`src/rtl/pipe_defs.sv`:
```
// Shared pipeline definitions: instruction encodings, pipeline-register
// widths and the fetch/decode FSM state encoding. fd_pipe, DX_pipe and
// later stages all import this package.
package pipe_defs;

  // Width of the instruction and PC fields carried by every pipeline register.
  localparam int PIPE_W = 16;

  // Bubble encoding (opcode 00001). 16'h0000 is HALT, so it can never be
  // used as a bubble.
  localparam logic [PIPE_W-1:0] PIPE_NOP  = 16'h0800;
  localparam logic [PIPE_W-1:0] PIPE_HALT = 16'h0000;

  // Fetch/decode register FSM state encoding.
  typedef enum logic {
    FD_RUN  = 1'b0,
    FD_DROP = 1'b1
  } fd_state_e;

  // Contents carried from fetch into decode.
  typedef struct packed {
    logic [PIPE_W-1:0] instr;
    logic [PIPE_W-1:0] pc2;
    logic              err;
  } fd_word_t;

  localparam int FD_WORD_W = $bits(fd_word_t);

endpackage

```
`src/rtl/fd_pipe_if.sv`:
```
// Fetch -> decode handshake bundle. The master modport belongs to the
// fetch stage / hazard unit side, the slave modport to fd_pipe.
interface fd_pipe_if
  import pipe_defs::*;
#(
  parameter int DATA_W = PIPE_W
) ();

  logic              if_valid;
  logic [DATA_W-1:0] if_instr;
  logic [DATA_W-1:0] if_pc2;
  logic              if_err;
  logic              if_busy;
  logic              stall;
  logic              flush;
  logic              fd_ready;
  logic [DATA_W-1:0] FD_instr;
  logic [DATA_W-1:0] FD_pc2;
  logic              FD_valid;
  logic              FD_err;

  modport master (
    output if_valid, if_instr, if_pc2, if_err, if_busy, stall, flush,
    input  fd_ready, FD_instr, FD_pc2, FD_valid, FD_err
  );

  modport slave (
    input  if_valid, if_instr, if_pc2, if_err, if_busy, stall, flush,
    output fd_ready, FD_instr, FD_pc2, FD_valid, FD_err
  );

endinterface

```
`src/rtl/fd_skid_buf.sv`:
```
// One-entry holding register for a fetch accepted while decode is stalled.
// Keeps instr / pc2 / err together with a full flag. clear_i wins over
// pop_i, which wins over push_i.
module fd_skid_buf
  import pipe_defs::*;
#(
  parameter int DATA_W = PIPE_W
) (
  input  logic              clk,
  input  logic              rst,
  input  logic              push_i,
  input  logic              pop_i,
  input  logic              clear_i,
  input  logic [DATA_W-1:0] instr_i,
  input  logic [DATA_W-1:0] pc2_i,
  input  logic              err_i,
  output logic              full_o,
  output logic [DATA_W-1:0] instr_o,
  output logic [DATA_W-1:0] pc2_o,
  output logic              err_o
);

  logic              full_q, full_d;
  logic [DATA_W-1:0] instr_q, pc2_q;
  logic              err_q;
  logic              load;

  assign load = push_i & ~clear_i & ~pop_i;

  // Occupancy: flush or drain empties the entry, a push fills it.
  always_comb begin
    full_d = full_q;
    if (clear_i || pop_i) begin
      full_d = 1'b0;
    end else if (push_i) begin
      full_d = 1'b1;
    end
  end

  // Full flag and held fetch word, written together on a push.
  always_ff @(posedge clk or posedge rst) begin
    if (rst) begin
      full_q  <= 1'b0;
      instr_q <= '0;
      pc2_q   <= '0;
      err_q   <= 1'b0;
    end else begin
      full_q <= full_d;
      if (load) begin
        instr_q <= instr_i;
        pc2_q   <= pc2_i;
        err_q   <= err_i;
      end
    end
  end

  assign full_o  = full_q;
  assign instr_o = instr_q;
  assign pc2_o   = pc2_q;
  assign err_o   = err_q;

endmodule

```
`src/rtl/fd_pipe.sv`:
```
// Fetch -> decode pipeline register of the 5-stage WISC CPU.
// Holds its contents on a hazard stall, turns into a bubble on a taken
// branch/jump flush, and drops the stale fetch still in flight when a
// flush lands while instruction memory is busy.
// Build option: define FD_SKID_EN to add a 1-entry skid buffer so a fetch
// arriving during a stall is captured instead of back-pressured.
module fd_pipe
  import pipe_defs::*;
#(
  parameter int                DATA_W    = PIPE_W,
  parameter logic [DATA_W-1:0] NOP_INSTR = PIPE_NOP
) (
  input  logic      clk,
  input  logic      rst,
  fd_pipe_if.slave  bus
);

  fd_state_e         state_q, state_d;
  logic [DATA_W-1:0] instr_q, instr_d;
  logic [DATA_W-1:0] pc2_q, pc2_d;
  logic              valid_q, valid_d;
  logic              err_q, err_d;

  logic              in_run;
  logic              fd_ready;
  logic              accept;
  logic              skid_full;
  logic [DATA_W-1:0] skid_instr, skid_pc2;
  logic              skid_err;

  assign in_run = (state_q == FD_RUN);

`ifdef FD_SKID_EN
  logic skid_push, skid_pop;

  // A fetch offered while decode is stalled parks in the skid; it drains
  // into FD on the first cycle that is neither stalled nor flushed.
  assign skid_push = in_run & bus.stall & bus.if_valid & ~skid_full & ~bus.flush;
  assign skid_pop  = skid_full & ~bus.stall & ~bus.flush;
  assign fd_ready  = ~in_run | ~skid_full;

  fd_skid_buf #(.DATA_W(DATA_W)) u_skid (
    .clk     (clk),
    .rst     (rst),
    .push_i  (skid_push),
    .pop_i   (skid_pop),
    .clear_i (bus.flush),
    .instr_i (bus.if_instr),
    .pc2_i   (bus.if_pc2),
    .err_i   (bus.if_err),
    .full_o  (skid_full),
    .instr_o (skid_instr),
    .pc2_o   (skid_pc2),
    .err_o   (skid_err)
  );
`else
  // No storage: fetch is simply held off while decode is stalled.
  assign skid_full  = 1'b0;
  assign skid_instr = '0;
  assign skid_pc2   = '0;
  assign skid_err   = 1'b0;
  assign fd_ready   = ~in_run | ~bus.stall;
`endif

  assign accept = bus.if_valid & fd_ready;

  // Next state: enter DROP when a flush leaves a fetch outstanding in imem;
  // leave on the first returning fetch unless another flush arrives.
  always_comb begin
    state_d = state_q;
    unique case (state_q)
      FD_RUN: begin
        if (bus.flush && bus.if_busy && !bus.if_valid) begin
          state_d = FD_DROP;
        end
      end
      FD_DROP: begin
        if (!bus.flush && bus.if_valid) begin
          state_d = FD_RUN;
        end
      end
      default: state_d = FD_RUN;
    endcase
  end

  // FD contents: flush > stall > load (skid first, then fetch) > bubble.
  always_comb begin
    instr_d = instr_q;
    pc2_d   = pc2_q;
    valid_d = valid_q;
    err_d   = err_q;
    if (bus.flush) begin
      instr_d = NOP_INSTR;
      valid_d = 1'b0;
      err_d   = 1'b0;
    end else if (bus.stall) begin
      // hold everything for the hazard
    end else if (in_run && skid_full) begin
      instr_d = skid_instr;
      pc2_d   = skid_pc2;
      valid_d = 1'b1;
      err_d   = skid_err;
    end else if (in_run && accept) begin
      instr_d = bus.if_instr;
      pc2_d   = bus.if_pc2;
      valid_d = 1'b1;
      err_d   = bus.if_err;
    end else begin
      instr_d = NOP_INSTR;
      valid_d = 1'b0;
      err_d   = 1'b0;
    end
  end

  // FSM state register.
  always_ff @(posedge clk or posedge rst) begin
    if (rst) begin
      state_q <= FD_RUN;
    end else begin
      state_q <= state_d;
    end
  end

  // FD pipeline register; reset presents a bubble immediately.
  always_ff @(posedge clk or posedge rst) begin
    if (rst) begin
      instr_q <= NOP_INSTR;
      pc2_q   <= '0;
      valid_q <= 1'b0;
      err_q   <= 1'b0;
    end else begin
      instr_q <= instr_d;
      pc2_q   <= pc2_d;
      valid_q <= valid_d;
      err_q   <= err_d;
    end
  end

  assign bus.fd_ready = fd_ready;
  assign bus.FD_instr = instr_q;
  assign bus.FD_pc2   = pc2_q;
  assign bus.FD_valid = valid_q;
  assign bus.FD_err   = err_q;

endmodule

```
`src/flat_wrapper.sv`:
```
// flat-port wrapper written by rule: the top's interface ports become plain ports
module fd_pipe_flat import pipe_defs::*;
#(
  parameter int                DATA_W    = PIPE_W,
  parameter logic [DATA_W-1:0] NOP_INSTR = PIPE_NOP
)
  (clk, rst, bus_if_valid, bus_if_instr, bus_if_pc2, bus_if_err, bus_if_busy, bus_stall, bus_flush, bus_fd_ready, bus_FD_instr, bus_FD_pc2, bus_FD_valid, bus_FD_err);
  fd_pipe_if #(.DATA_W(DATA_W)) bus_i ();
  input  logic clk;
  input  logic rst;
  input wire logic [$bits(bus_i.if_valid)-1:0] bus_if_valid;
  input wire logic [$bits(bus_i.if_instr)-1:0] bus_if_instr;
  input wire logic [$bits(bus_i.if_pc2)-1:0] bus_if_pc2;
  input wire logic [$bits(bus_i.if_err)-1:0] bus_if_err;
  input wire logic [$bits(bus_i.if_busy)-1:0] bus_if_busy;
  input wire logic [$bits(bus_i.stall)-1:0] bus_stall;
  input wire logic [$bits(bus_i.flush)-1:0] bus_flush;
  output wire logic [$bits(bus_i.fd_ready)-1:0] bus_fd_ready;
  output wire logic [$bits(bus_i.FD_instr)-1:0] bus_FD_instr;
  output wire logic [$bits(bus_i.FD_pc2)-1:0] bus_FD_pc2;
  output wire logic [$bits(bus_i.FD_valid)-1:0] bus_FD_valid;
  output wire logic [$bits(bus_i.FD_err)-1:0] bus_FD_err;
  assign bus_i.if_valid = bus_if_valid;
  assign bus_i.if_instr = bus_if_instr;
  assign bus_i.if_pc2 = bus_if_pc2;
  assign bus_i.if_err = bus_if_err;
  assign bus_i.if_busy = bus_if_busy;
  assign bus_i.stall = bus_stall;
  assign bus_i.flush = bus_flush;
  assign bus_fd_ready = bus_i.fd_ready;
  assign bus_FD_instr = bus_i.FD_instr;
  assign bus_FD_pc2 = bus_i.FD_pc2;
  assign bus_FD_valid = bus_i.FD_valid;
  assign bus_FD_err = bus_i.FD_err;
  fd_pipe #(.DATA_W(DATA_W), .NOP_INSTR(NOP_INSTR)) u_core (.clk(clk), .rst(rst), .bus(bus_i));
endmodule
```
`config.mk`:
```
export PLATFORM = sky130hd
export DESIGN_NAME = fd_pipe_flat
export DESIGN_NICKNAME = d
export VERILOG_FILES = /design/src/rtl/pipe_defs.sv /design/src/rtl/fd_pipe_if.sv /design/src/rtl/fd_skid_buf.sv /design/src/rtl/fd_pipe.sv /design/src/flat_wrapper.sv
export SDC_FILE = /design/constraint.sdc
export NUM_CORES = 1
export LEC_CHECK = 0
export CELL_PAD_IN_SITES_DETAIL_PLACEMENT = 0
export CELL_PAD_IN_SITES_GLOBAL_PLACEMENT = 2
export CORE_MARGIN = 5
export CORE_UTILIZATION = 24
export CTS_BUF_LIST = sky130_fd_sc_hd__clkbuf_16
export DETAILED_ROUTE_END_ITERATION = 16
export GPL_ROUTABILITY_DRIVEN = 0
export PLACE_DENSITY_LB_ADDON = 0.1
export REMOVE_ABC_BUFFERS = 1
export SYNTH_ARGS = -nofsm -noshare
export SYNTH_HDL_FRONTEND = slang
export SYNTH_SLANG_ARGS = --single-unit
```
`constraint.sdc`:
```
create_clock -name clk -period 1.9 [get_ports clk]
set_clock_uncertainty 0.1 [all_clocks]
set_input_delay 0.475 -clock clk [delete_from_list [all_inputs] [get_ports clk]]
set_output_delay 0.475 -clock clk [all_outputs]
set_load 0.005 [all_outputs]
```
==> impl_metrics.toml <==
[place]
hpwl_um = 3170
placed_area_um2 = 2400
dp_slack_ps = -195
io_buffers = 73

[setup_path]
r2r_cells = 3
reg2reg_from = "u_core.state_q"
required_ps = 1320
endpoint_kind = "primary output"
cpPeakStageDelay_ps = 480
crit_fanout = 2
path_class = "input pin to primary output"
timing.rr.end = "u_core.bus.FD_pc2[7]"
crit_arrival_ps = 1270
ff2ff_setup_slack_ps = 350
setup.worst_path.start_class = "input pin"
crit_chain = "clkdlybuf4s50_1 > nand2b_1 > dlygate4sd2_1"
crit_slowest_cell = "clkdlybuf4s50_1"

[finish]
drive_gt1_frac = 0.182
synthToLayoutAreaGrowth_pct = 68.8
utilization = 0.411
fin_nets = 241
antenna_cells = 0
finish.instance_area_um2 = 2570

[yosys]
yosysMostFrequentCell = "dfrtp_1"
synth_commonest_cells = "34 x dfrtp_1, 18 x a21oi_1, 18 x nand2_1"
syn_avg_cell_area_um2 = 12.5
synthDistinctLibCells = 18
ys_ff_latch = 35
synth_top_cell_by_area = "dfrtp_1"
yosys_warnings = 0
synth_top_area_frac = 0.560
synth_ff_type = "dfrtp_1"
synth-edff-count = 0
syn_area_um2 = 1520
seq_area_frac_synth = 0.577
synth_cells = 122
async_flop_share = 1.00
synth_area_leaders = "dfrtp_1 56%, mux2_2 12%, nand4bb_1 11%"

[floorplan]
dieArea_um2 = 8030
core-area_um2 = 6240
fp-row-count = 29
die_h_um = 89.6
start_util = 0.244
die_w_um = 89.6
pin_count = 74

[route]
dr.pass1.iters = 3
wl_per_cell_um = 15.0
postRouteAntennaNets = 0
via_per_inst = 4.34
drt_wl_total_um = 4200
remaining_drc_errors = 0
drt_iter0_drc = 37
vias = 1216

[status]
status = "finished, final reports clean"

[timing]
period_needed_ps = 1850
report.final.slew_viol_count = 0
hold_violations = 0
fmax_mhz = 541
setup_ws_ps = 52.3
finalSetupViolations = 0
timing.slew.headroom = 0.785
worstMarginPinSlew_ps = 323
rsz0062_at_grt = "false"
finalCritPeriodShare = 0.972

[global_routing]
grtUsageTotal = 0.110
grt_pass1_vias = 1297
grt_overflow_total = 0
antenna_found_initial = 0
grt_pass1_wl_um = 6620
grt_max_degree = 21

[clocking]
htreeDepth = 2
cts_tree = "done"
ctsRootBufferMaster = "clkbuf_16"
cts_made_buffers = 5
post_cts_buffers = 0
path_clk_slew_ps = 60
clock-sinks = 35
clk_latency_ps = 270
clock_path_buffers = 2

[run]
drv_cap = 0

[power_and_ir_drop]
power.density_nw_per_um2 = 929
leakagePower_nw = 1.02
power_w = 0.00238
max-vdd-ir-drop_mv = 0.490

[worst_hold_path]
hold_class = "input pin to async pin"
[worst max-delay path, delay by kind of cell]
kind	cells	cell delay [ps]
AND/OR/NAND/NOR	1	60
buffers and inverters	2	740
[worst max path at each step]
| stage | depth (start not counted) | to | slack [ps] | startpoint |
|---|---|---|---|---|
| 2_1_floorplan | 2 | u_core.bus.FD_pc2[0] | 20 | u_core.state_q |
| 3_3_place_gp | 3 | bus_fd_ready | -160 | bus_stall |
| 3_5_place_dp | 5 | u_core.bus.FD_pc2[4] | -200 | bus_stall |
| 4_1_cts | 3 | bus_fd_ready | 50 | bus_stall |
| 5_1_grt | 3 | bus_fd_ready | 10 | bus_stall |
| 6_report | 3 | bus_fd_ready | 50 | bus_stall |
[state kept, by name, summed over array words and instances, names as in the netlist]
signal / flops
u_core.bus.FD_err: 1
u_core.bus.FD_instr: 16
u_core.bus.FD_pc2: 16
u_core.bus.FD_valid: 1
u_core.state_q: 1
[layout by cell type (no fill, tap or decap)]
cell and n:
a21oi_1 18, buf_12 2, buf_4 9, bufinv_16 1, clkbuf_16 5, clkdlybuf4s50_1 71
clkinv_2 1, clkinv_4 1, dfrtp_1 34, dfstp_2 1, dlygate4sd2_1 2, inv_1 1
mux2_2 16, nand2_1 18, nand2b_1 1, nand4bb_1 15, nor2b_1 1, nor4b_1 1
nor4b_4 1, o21ai_0 1, o21bai_1 1, or3b_1 1, or4bb_1 1
[final cells by class]
class                   count  area [um2]
repair buffers             84         836
fillers                   623        3670
well taps                  77        96.3
multi-input cells          75         584
clock inverters             3        43.8
flip-flops and latches     35         877
clock buffers               5         125
inverters                   1        3.75
[repair_timing]
item / in CTS / in global routing
setup endpoints to repair: 2 / 0
hold buffers: 0 / 0
resized for setup: 2 / 0
[kinds of logic (layout without fill, tap and decap cells)]
kind of cell / Yosys count / count (layout) / synth area share
flops: 35 / 35 / 0.577
buf+inv: 12 / 93 / 0.0387
compound gates: 20 / 20 / 0.0675
mux: 16 / 16 / 0.119
simple gates: 39 / 39 / 0.198
[where the power goes]
group          internal (W)  switching [W]
Combinational      0.000386       0.000164
Sequential         0.000862      0.0000596
Clock              0.000617       0.000294
Total               0.00186       0.000518
[per-layer routing]
metal | global-route usage | vias up | part of all wire
met5 | 0 | - | 0
met4 | 0.0325 | 0 | 0.0069
met3 | 0.0392 | 2 | 0.068
met2 | 0.189 | 36 | 0.51
met1 | 0.130 | 582 | 0.42
li1 | - | 596 | -
[through the flow]
stage	cells	TNS [ps]	hold WS, ps
4_1_cts	280	0	398
6_report	280	0	378
3_3_place_gp	272	-2840	389
3_5_place_dp	272	-3640	397
5_1_grt	280	0	423
2_1_floorplan	111	0	405
Power figures use the tool's default switching activity.
==> patch 1, RTL diff (same flow settings) <==
`pc2_q` no longer has a reset.
--- a/src/rtl/fd_pipe.sv
+++ b/src/rtl/fd_pipe.sv
@@ -126,13 +126,15 @@
     if (rst) begin
       instr_q <= NOP_INSTR;
-      pc2_q   <= '0;
       valid_q <= 1'b0;
       err_q   <= 1'b0;
     end else begin
       instr_q <= instr_d;
-      pc2_q   <= pc2_d;
       valid_q <= valid_d;
       err_q   <= err_d;
     end
+  end
+
+  always_ff @(posedge clk) begin
+    pc2_q <= pc2_d;
   end
 
Check against the original RTL: not equivalent (a bounded check fails within 4 cycles, from zero or initial values and one cycle with rst high).
==> patch 1 against the unedited design <==
Worst setup slack improved by 0.0045 ns; sequential cell count did not move; synthesized area fell by 7.5%; cell area fell by 7.0%; count of clock-buffer cells in the layout did not move; wire length fell by 6.9%; fmax rose by 0.24%.
Power is not compared: it rests on default switching activity, and its combinational part moved more than twofold at a synthesized area within 25%.
==> patch 1: results (changes against the unedited design) <==
Arr. time, crit path - 1.27 ns (about the same)
Vias in the first global route - 1180 (-9.0%)
Antenna violations before repair - 0 (unchanged)
Max clock buf depth - 2 (unchanged)
Status - finished clean
Pin count of the biggest net entering global routing - 22 (+4.8%)
Dpl hpwl - 2860 microns (-9.9%)
Worst r2r dst - u_core.bus.FD_pc2[5]$_DFFE_PP_
Reg clk slew, reported paths - 0.05 ns
Drt initial violations - 19 (-49%)
Synth warn - 0 (unchanged)
Seq/Total Area, Yosys - 68.1% (+10 points)
CTS buffer count - 5 (unchanged)
R2R Setup Slk - 0.30 ns (-0.05 ns)
EDFF count, synth - 16 (+16)
GRT Total Usage - 10.8% (-0.27 points)
Top cells by area, synth - edfxtp_1, dfrtp_1, nand4bb_1
First-pass GRT wire length - 6160 microns (-7.0%)
Post-synth top cells - dfrtp_1, nand2_1, a21oi_1, edfxtp_1, nand4bb_1
Root buffer cell - clkbuf_16
Number of distinct library cells after synthesis - 18 (unchanged)
Routed wire length - 3910 microns (-6.9%)
CP max FO - 2 (unchanged)
Worst vdd rail ir drop - 0.346 mV
Post-CTS Setup Bufs - 0 (unchanged)
Drt pass-1 iters - 4 (+1)
Fraction of layout instances using a drive strength above 1 - 9.73% (-8.5 points)
DP Area - 2250 sq um (-6.3%)
Fillers - 548 (-12%)
Clock insertion delay at the later pin of the skew report - 0.27 ns (about the same)
Nets@finish - 223 (-7.5%)
Storage element area - 957 sq um (+9.1%)
Max_slew headroom - 82.7% (+4.3 points)
Worst path slowest cell - clkdlybuf4s50_1
Antenna cell count - 0 (unchanged)
Via-per-instance ratio - 4.32 (-0.64%)
Port bufs - 73 (unchanged)
Worst Setup SP - bus_stall
Async S/R FF share, synth - 54.3% (-46 points)
Ys flop type - dfrtp_1
H-tree levels - 2 (unchanged)
-- patch 1: power breakdown --
| part | internal, mW | leakage (nW) | switching (mW) |
|---|---|---|---|
| logic | 0.157 | 0.411 | 0.0904 |
| clock network | 0.472 | 0.0762 | 0.280 |
| registers | 0.822 | 0.401 | 0.0125 |
-- patch 1: metrics by stage --
step                hold slack, ns  instances  worst slack, ns
floorplan                    0.325         95           -0.977
global placement             0.412        249           -0.161
detailed placement           0.421        249           -0.162
CTS                          0.429        257           0.0128
global route                 0.448        257           0.0259
finish                       0.424        257           0.0568
-- patch 1: worst max-delay path, delay by kind of cell --
family / cells / cell delay, ns
buffers and inverters: 2 / 0.74
and+or+nand+nor: 1 / 0.05
-- patch 1: final cells by class --
cell class / count / area share (%)
clock buffer: 5 / 5.24
tap: 72 / 3.77
timing repair buffer: 82 / 33.5
multi-input combinational: 59 / 16.7
inverter: 1 / 0.157
clock inverter: 3 / 0.524
sequential: 35 / 40.1
-- patch 1: routing by layer --
| metal | vias to the layer above | wire [microns] | global-route usage [%] |
|---|---|---|---|
| met2 | 54 | 1770 | 16.8 |
| met1 | 517 | 1730 | 13.5 |
| met5 | - | 0 | 0 |
| met4 | 0 | 20 | 3.82 |
| met3 | 2 | 391 | 4.37 |
| li1 | 536 | - | - |
-- patch 1: logic make-up after synthesis --
kind of cell	share of synthesized area, %
buffers and inverters	4.00
DFF	68.1
AOI/OAI and AO/OA	7.56
and+or+nand+nor	20.4
-- patch 1: what timing repair did --
action	in CTS	in global routing
pin swaps	0	0
gates cloned	0	0
resized for setup	1	1
setup endpoints to repair	1	1
==> patch 2, RTL diff (same flow settings) <==
Without the edit above. Change the package constant `PIPE_W` from 16 to 32.
--- a/src/rtl/pipe_defs.sv
+++ b/src/rtl/pipe_defs.sv
@@ -5,5 +5,5 @@
 
   // Width of the instruction and PC fields carried by every pipeline register.
-  localparam int PIPE_W = 16;
+  localparam int PIPE_W = 32;
 
   // Bubble encoding (opcode 00001). 16'h0000 is HALT, so it can never be
Ports: changed (resized bus_FD_instr, bus_FD_pc2, bus_if_instr and bus_if_pc2); port bits go from 74 to 138. The function was not compared with the original's and may differ.
==> patch 2 against the unedited design <==
First-iteration DRC count rose to 2.5 times the old value; fmax up 3.6%; clock power up 94%; worst setup slack better by 0.065 ns; critical path depth down 2; power up 93%; synthesized area up 89%; wire length up 110%; synthesized cell count up 87%; cell area up 85%; sequential cell count up 32.
==> patch 2: results (changes against the unedited design) <==
Worst Setup SP - u_core.bus.FD_instr[10]$_DFFE_PP0P_
Clock insertion delay at the later pin of the skew report - 0.32 ns (+0.05 ns)
H-tree levels - 3 (+1)
Worst r2r dst - u_core.bus.FD_pc2[16]$_DFFE_PP0P_
Max clock buf depth - 2 (unchanged)
Worst path slowest cell - clkdlybuf4s50_1
Root buffer cell - clkbuf_16
Vias - 2322 (+91%)
Hold Crit Class - in -> reg
Async S/R FF share, synth - 100% (unchanged)
Max_slew headroom - 71.8% (-6.7 points)
Setup WS pre-CTS - -0.234 ns (-0.0382 ns)
Vias in the first global route - 2487 (+92%)
Nets@finish - 435 (+80%)
Critical R2R Launch - u_core.state_q$_DFF_PP0_
Arr. time, crit path - 1.21 ns (-0.06 ns)
GRT Total Usage - 12.5% (+1.4 points)
Fillers - 1199 (+92%)
Fraction of layout instances using a drive strength above 1 - 16.0% (-2.2 points)
Number of distinct library cells after synthesis - 19 (+1)
Dpl hpwl - 5740 microns (+81%)
CP max FO - 2 (unchanged)
Hold wc startpoint - bus_stall
R2R Setup Slk - 0.15 ns (-0.20 ns)
Post-synth top cells - dfrtp_1, a21oi_1, nand2_1, nand4bb_1, mux2_2
Reg2reg path depth - 4 (+1)
Drt pass-1 iters - 4 (+1)
Drt initial violations - 94 (+150%)
CP top delay family - buffers and inverters
Worst vdd rail ir drop - 0.342 mV (-30%)
Worst setup path end - bus_FD_instr[10]
Antenna violations before repair - 0 (unchanged)
Reg clk slew, reported paths - 0.06 ns (about the same)
Routed wire length - 8700 microns (+110%)
Pin count of the biggest net entering global routing - 68 (+220%)
Seq/Total Area, Yosys - 58.3% (+0.56 points)
Critical Path Max Stage Delay - 0.53 ns (+0.05 ns)
Top cells by area, synth - dfrtp_1, nand4bb_1, mux2_2
Status - finished clean
Antenna cell count - 0 (unchanged)
Tmin final - 1.78 ns (-0.0648 ns)
Port bufs - 137 (+88%)
First-pass GRT wire length - 14000 microns (+110%)
Static Leakage - 1.85 nW (+81%)
DP Area - 4410 sq um (+84%)
Synth warn - 0 (unchanged)
CTS buffer count - 9 (+4)
[patch 2: final cells by class]
class                           count  area (sq um)  area share (%)
Timing Repair Buffer              146          1470            31.0
Sequential cell                    67          1680            35.4
Clock buffer                        9           225            4.75
Multi-Input combinational cell    139          1080            22.9
Tap cell                          147           184            3.88
Inverter                            1          3.75          0.0792
Clock inverter                      7          92.6            1.95
[patch 2: worst min path at each step]
stage,cells after the start,endpoint,slack [ns]
4_1_cts,3,u_core.bus.FD_instr[5]$_DFFE_PP0P_,0.36
3_3_place_gp,1,u_core.bus.FD_pc2[13]$_DFFE_PP0P_,0.37
3_5_place_dp,1,u_core.bus.FD_pc2[13]$_DFFE_PP0P_,0.37
6_report,3,u_core.bus.FD_instr[5]$_DFFE_PP0P_,0.38
5_1_grt,3,u_core.bus.FD_instr[5]$_DFFE_PP0P_,0.40
2_1_floorplan,1,u_core.bus.FD_pc2[0]$_DFFE_PP0P_,0.38
[patch 2: timing repair]
| action | CTS | global route |
|---|---|---|
| setup endpoints to repair | 2 | 0 |
| buffers inserted | 1 | 0 |
| resized for setup | 3 | 0 |
[patch 2: cell families (layout without fill, tap and decap cells)]
logic type | Yosys count | count (layout) | synth area share, %
multiplexers | 32 | 32 | 12.5
flip-flops | 67 | 67 | 58.3
buffers and inverters | 22 | 163 | 4.08
AND/OR/NAND/NOR | 71 | 71 | 18.8
AO/OA/AOI/OAI | 36 | 36 | 6.34
[patch 2: power by group]
group          total, mW  internal (mW)  switching, mW
Combinational       1.07          0.729          0.340
Clock               1.77           1.14          0.628
Sequential          1.76           1.65          0.107
[patch 2: metal layers]
metal,up-vias,share of wire [%],global-route usage (%)
met5,-,0,0
met4,0,0.90,3.44
met3,6,8.5,5.47
met2,99,45,18.4
met1,1131,46,16.7
li1,1086,-,-
[patch 2: stage by stage]
stage / std cells / setup TNS, ns / util, % / total power, mW / hold WS [ns]
2_1_floorplan: 207 / -42.41 / - / 2.11 / 0.383
3_3_place_gp: 499 / -7.42 / 37.1 / 2.86 / 0.367
3_5_place_dp: 499 / -8.37 / 37.1 / 2.88 / 0.374
4_1_cts: 516 / 0 / 39.8 / 4.71 / 0.364
5_1_grt: 516 / 0 / 39.8 / 4.85 / 0.402
6_report: 516 / 0 / 39.8 / 4.60 / 0.382
